$ cat src/rtl/write_controller_pkg.sv
// Shared UART packet bus definitions for the register read/write controllers.
package write_controller_pkg;

  // One byte on the UART packet bus with its framing and routing fields.
  typedef struct packed {
    logic       Valid;
    logic       SoP;
    logic       EoP;
    logic [7:0] Source;
    logic [7:0] Destination;
    logic [7:0] Length;
    logic [7:0] Data;
  } UART_PACKET;

  localparam logic [7:0] READ_DESTINATION  = 8'h00;
  localparam logic [7:0] WRITE_DESTINATION = 8'h01;
  localparam logic [7:0] ACK_LENGTH        = 8'h01;

endpackage

$ cat src/rtl/write_controller.sv
// Write controller: assembles an address byte plus a 32-bit word from the RX
// packet stream and issues a single-cycle write strobe to the register bank.
// Optional macro WRITE_ACK_EN: return a one-byte acknowledge packet on TX.
module write_controller
  import write_controller_pkg::*;
#(
  parameter int unsigned DATA_LENGTH       = 4,
  parameter logic [7:0]  WRITE_DESTINATION = write_controller_pkg::WRITE_DESTINATION,
  parameter logic [7:0]  ACK_SOURCE        = 8'h01
) (
  input  logic        ipClk,
  input  logic        ipReset,
  input  UART_PACKET  ipRxStream,
  output logic [7:0]  opWriteAddress,
  output logic [31:0] opWriteData,
  output logic        opWrite,
  input  logic        ipTxReady,
  output UART_PACKET  opTxStream
);

  localparam int unsigned CntW = $clog2(DATA_LENGTH + 1);
  localparam logic [CntW-1:0] CntFull = CntW'(DATA_LENGTH);
  localparam logic [CntW-1:0] CntLast = CntW'(1);

  typedef enum logic [2:0] {
    StIdle,
    StGetAddress,
    StGetData,
    StWrite,
    StAck,
    StDiscard
  } state_e;

  state_e          r_state;
  logic [CntW-1:0] r_count;
  logic [7:0]      r_addr_shadow;
  logic [31:0]     r_data_shadow;
  logic [7:0]      r_src_shadow;
  logic            r_write;
  logic [7:0]      r_write_address;
  logic [31:0]     r_write_data;
  UART_PACKET      r_tx;

  logic   w_rx_start;
  logic   w_for_us;
  logic   w_restart_ok;
  state_e w_start_state;

  assign w_rx_start   = ipRxStream.Valid & ipRxStream.SoP;
  assign w_for_us     = (ipRxStream.Destination == WRITE_DESTINATION);
  // A SoP restarts framing only where a packet may legally begin or be abandoned.
  assign w_restart_ok = (r_state == StIdle) || (r_state == StGetData) ||
                        (r_state == StDiscard);

  // Where a fresh SoP byte sends the FSM; a foreign single-byte packet needs no discard.
  always_comb begin
    w_start_state = StIdle;
    if (w_for_us) begin
      w_start_state = StGetData;
    end else if (!ipRxStream.EoP) begin
      w_start_state = StDiscard;
    end
  end

  // Packet framing FSM with registered write strobe, write outputs and TX stream.
  always_ff @(posedge ipClk or negedge ipReset) begin
    if (!ipReset) begin
      r_state         <= StIdle;
      r_count         <= CntFull;
      r_addr_shadow   <= '0;
      r_data_shadow   <= '0;
      r_src_shadow    <= '0;
      r_write         <= 1'b0;
      r_write_address <= '0;
      r_write_data    <= '0;
      r_tx            <= '0;
    end else begin
      r_write <= 1'b0;
      if (w_rx_start && w_restart_ok) begin
        r_state <= w_start_state;
        if (w_for_us) begin
          r_addr_shadow <= ipRxStream.Data;
          r_src_shadow  <= ipRxStream.Source;
          r_count       <= CntFull;
        end
      end else begin
        case (r_state)
          StIdle: ;
          StGetAddress: r_state <= StIdle;
          StGetData: begin
            if (ipRxStream.Valid) begin
              r_data_shadow <= {r_data_shadow[23:0], ipRxStream.Data};
              r_count       <= r_count - CntLast;
              if (r_count == CntLast) begin
                // Word complete: only a correctly terminated packet is written.
                r_state <= ipRxStream.EoP ? StWrite : StDiscard;
              end else if (ipRxStream.EoP) begin
                r_state <= StIdle;
              end
            end
          end
          StWrite: begin
            r_write         <= 1'b1;
            r_write_address <= r_addr_shadow;
            r_write_data    <= r_data_shadow;
`ifdef WRITE_ACK_EN
            r_tx.Valid       <= 1'b1;
            r_tx.SoP         <= 1'b1;
            r_tx.EoP         <= 1'b1;
            r_tx.Source      <= ACK_SOURCE;
            r_tx.Destination <= r_src_shadow;
            r_tx.Length      <= ACK_LENGTH;
            r_tx.Data        <= r_addr_shadow;
            r_state          <= StAck;
`else
            r_state <= StIdle;
`endif
          end
          StAck: begin
`ifdef WRITE_ACK_EN
            if (ipTxReady) begin
              r_tx    <= '0;
              r_state <= StIdle;
            end
`else
            r_state <= StIdle;
`endif
          end
          StDiscard: begin
            if (ipRxStream.Valid && ipRxStream.EoP) begin
              r_state <= StIdle;
            end
          end
          default: r_state <= StIdle;
        endcase
      end
    end
  end

  logic w_unused;
`ifdef WRITE_ACK_EN
  assign w_unused = ^{ipRxStream.Length, ACK_SOURCE};
`else
  // Without acknowledge support the TX handshake and the packet source are not needed.
  assign w_unused = ^{ipRxStream.Length, ipTxReady, r_src_shadow, ACK_SOURCE};
`endif

  assign opWrite        = r_write;
  assign opWriteAddress = r_write_address;
  assign opWriteData    = r_write_data;
  assign opTxStream     = r_tx;

endmodule
$ cat config.mk
export PLATFORM = sky130hd
export DESIGN_NAME = write_controller
export DESIGN_NICKNAME = d
export VERILOG_FILES = /design/src/rtl/write_controller_pkg.sv /design/src/rtl/write_controller.sv
export SDC_FILE = /design/constraint.sdc
export NUM_CORES = 1
export LEC_CHECK = 0
export ABC_AREA = 0
export ABC_CLOCK_PERIOD_IN_PS = 1950
export BUFFER_PORTS_ARGS = -buffer_cell sky130_fd_sc_hd__buf_2
export CAP_MARGIN = 5
export CORE_MARGIN = 5
export CORE_UTILIZATION = 45
export CTS_CLUSTER_SIZE = 28
export DETAILED_ROUTE_END_ITERATION = 7
export GPL_ROUTABILITY_DRIVEN = 1
export PLACE_DENSITY_LB_ADDON = 0.15
export SYNTH_ARGS = -nofsm -noshare
export SYNTH_HDL_FRONTEND = slang
export SYNTH_SLANG_ARGS = --single-unit
$ cat constraint.sdc
create_clock -name ipClk -period 1.95 [get_ports ipClk]
set_input_delay 0.195 -clock ipClk [delete_from_list [all_inputs] [get_ports ipClk]]
set_output_delay 0.195 -clock ipClk [all_outputs]
set_load 0.02 [all_outputs]
==> impl_metrics.csv <==
group,metric,value,unit
timing,max_freq,566,MHz
floorplanning,dieArea,10300,um^2
cells_and_area,final_cells,511,
timing,worst_pin_slew,496,ps
timing,slew_viol_final,0,
clocking,clk_latency,350,ps
logic_synthesis,synth_top_cell_by_area,"dfrtp_1",
grt,grt_pass1_vias,2359,
logic_synthesis,synth_area,3750,um^2
cells_and_area,ff_latch_area,2180,um^2
route,first_pass_iters,4,
worst_setup_path,worst-path-buf-inv,1,
logic_synthesis,async_reset_ff_share,100,%
placed_design,dpl.cell_count,494,
cells_and_area,fin_util,52.9,%
cells_and_area,area_growth,15.2,%
logic_synthesis,yosysWarnings,35,
route,drc,0,
grt,grt_pass1_wl,11.1,mm
timing,setup_viol,0,
run,max-cap-violations,0,
timing,min_period,1770,ps
route,ant_nets,0,
placed_design,gp_congestion,0.731,
placed_design,portBuffers,61,
route,viasPerCell,4.64,
route,drt_wl_total,6.77,mm
logic_synthesis,ys_top_cells_by_area,"dfrtp_1, nand2_1, mux2_2",
worst_setup_path,crit_arrival,2000,ps
min_path,hold_depth,2,
logic_synthesis,netlist_instances,336,
timing,slew_headroom,66.6,%
logic_synthesis,netlist.area_leader.share,57.3,%
clocking,clk_path_buf_depth,2,
logic_synthesis,ys_types,38,
worst_setup_path,critPathMaxFanout,38,
power_and_ir_drop,finalPower,6.01,mW
worst_setup_path,worstPathCellList,"nand2b_4 -> or4b_4 -> buf_12 -> mux2_4",
clocking,root_buffer,"clkbuf_8",
cells_and_area,nets,441,
floorplanning,row_count,33,
placed_design,hpwl,4.68,mm
cells_and_area,drive_gt1_share,32.0,%
floorplanning,initial_core_util,45.9,%
logic_synthesis,ys_ff_latch,87,
worst_setup_path,startpoint_type,"flop",
power_and_ir_drop,ir_worst_vdd,0.524,mV
logic_synthesis,seq_area_frac_synth,58.0,%
cells_and_area,multi_input_area,1350,um^2
grt,overflow,0,
cells_and_area,fillerInstances,795,
power_and_ir_drop,leakage,2.43,nW
logic_synthesis,yosysMostFrequentCell,"nand2_1",
route,first_iter_violations,109,
worst_setup_path,max_stage_delay,530,ps
worst_setup_path,reg2reg_depth,4,
logic_synthesis,synth_edf_count,0,
grt,grt_antenna_before_repair,0,
logic_synthesis,synth-main-ff-cell,"dfrtp_1",
timing,final.period_utilization,90.6,%
status,status,"complete, no violations",
floorplanning,ios,114,
worst_setup_path,cp.required,2180,ps
clocking,cts_tree,"done",
worst_setup_path,cp.depth,4,
worst_setup_path,end_kind,"flop",
logic_synthesis,synth.top_cells.by_count,"nand2_1, dfrtp_1, buf_4",
grt,grt_max_degree,44,
worst_setup_path,cpLargestDelayFamily,"simple AND/OR/NAND/NOR gates",
timing,rsz0062_at_grt,"no",
floorplanning,core,8180,um^2
worst_setup_path,cp_slowest_cell,"or4b_4",
cells_and_area,antenna_cells,0,
power_and_ir_drop,power_density,1390,nW/um^2
clocking,clock_sinks,87,
route,wl_per_cell,13.2,um
worst_setup_path,criticalPathCategory,"reg -> reg",
floorplanning,die_x,101,um
min_path,hp-class,"in -> reg",
grt,grt.total_usage,13.7,%
logic_synthesis,synth_area_per_cell,11.2,um^2
clocking,htreeDepth,3,
route,vias,2373,
timing,fin_worst_skew,8.54,ps
timing,hold_viol_final,0,
floorplanning,die_h,101,um
clocking,path_clk_slew,80,ps
timing,tns,0,ps
clocking,cts_made_buffers,9,
-- final cells by class --
cell class | instances | area share, %
multi-input cells | 230 | 31.2
flip-flops and latches | 87 | 50.4
repair buffers | 69 | 9.43
well taps | 105 | 3.04
clock buffers | 9 | 2.86
clock inverters | 7 | 2.78
inverters | 4 | 0.347
-- final timing paths --
| check | startpoint | to | slack (ps) |
|---|---|---|---|
| worst max-delay path | r_state[2]$_DFFE_PN0P_ | r_data_shadow[24]$_DFFE_PN0P_ | 180 |
| worst min-delay path | ipRxStream[4] | r_addr_shadow[4]$_DFFE_PN0P_ | 100 |
| worst max register to register | r_state[2]$_DFFE_PN0P_ | r_data_shadow[24]$_DFFE_PN0P_ | 180 |
| worst min register to register | opWriteData[24]$_DFFE_PN0P_ | opWriteData[24]$_DFFE_PN0P_ | 470 |
| max in group asynchronous | ipReset | r_count[2]$_DFFE_PN1P_ | 1020 |
| min in group asynchronous | ipReset | opWriteData[8]$_DFFE_PN0P_ | 300 |
-- flip-flops by register name, indices dropped and copies added (netlist names) --
name            count
opWrite             1
opWriteAddress      8
opWriteData        32
r_addr_shadow       8
r_count             3
r_data_shadow      32
r_state             3
-- per-stage QoR --
step	hold slack (ps)	worst slack, ps	area [um^2]
floorplan	-101	186	3880
global placement	146	209	4070
detailed placement	144	169	4070
CTS	82.6	161	4320
global route	80.6	72.2	4330
finish	95.0	183	4330
-- worst reg2reg max path: stages, from the launching register on --
cell and delay (ps):
dfrtp_1 430, nand2b_4 170, or4b_4 530, buf_12 210, mux2_4 320
-- layout by cell type, fill, tap and decap left out, types with 2 or more instances in the layout --
cell type and count:
a21bo_2 2, buf_12 3, buf_2 60, buf_4 5, bufinv_16 3, clkbuf_8 9, conb_1 35, dfrtp_1 86
ha_1 2, inv_1 4, mux2_2 26, mux2_4 14, nand2_1 123, nand3_1 2, nor4_1 2, o21ai_0 3
-- where the power goes --
part           internal, mW  switching (mW)
clock                 0.855           0.630
sequential             2.44           0.411
combinational         0.787           0.883
total                  4.08            1.92
-- per-layer routing --
layer  track usage, %  vias to the layer above  wire length [um]
met5                0                        -                 0
met4             4.91                        0                89
met3             3.37                        8               451
met2             20.7                       65              3050
met1             19.3                     1154              3170
li1                 -                     1146                 -
-- cells by family (layout without fill, tap and decap cells) --
group | Yosys count | in the layout | synth area share (%)
fa+ha+maj | 2 | 2 | 0.666
simple gates | 137 | 137 | 15.0
other cells | 1 | 35 | 0.0999
buf+inv | 53 | 89 | 9.50
compound gates | 16 | 16 | 3.30
mux | 40 | 40 | 13.4
flops | 87 | 87 | 58.0
-- what timing repair did --
action | in CTS | in global routing
setup endpoints to repair | 0 | 1
resized for setup | 0 | 1
hold buffers | 1 | 0
setup buffers | 0 | 0
hold endpoints to repair | 27 | 0
No activity file was read; power rests on OpenSTA's default activity.
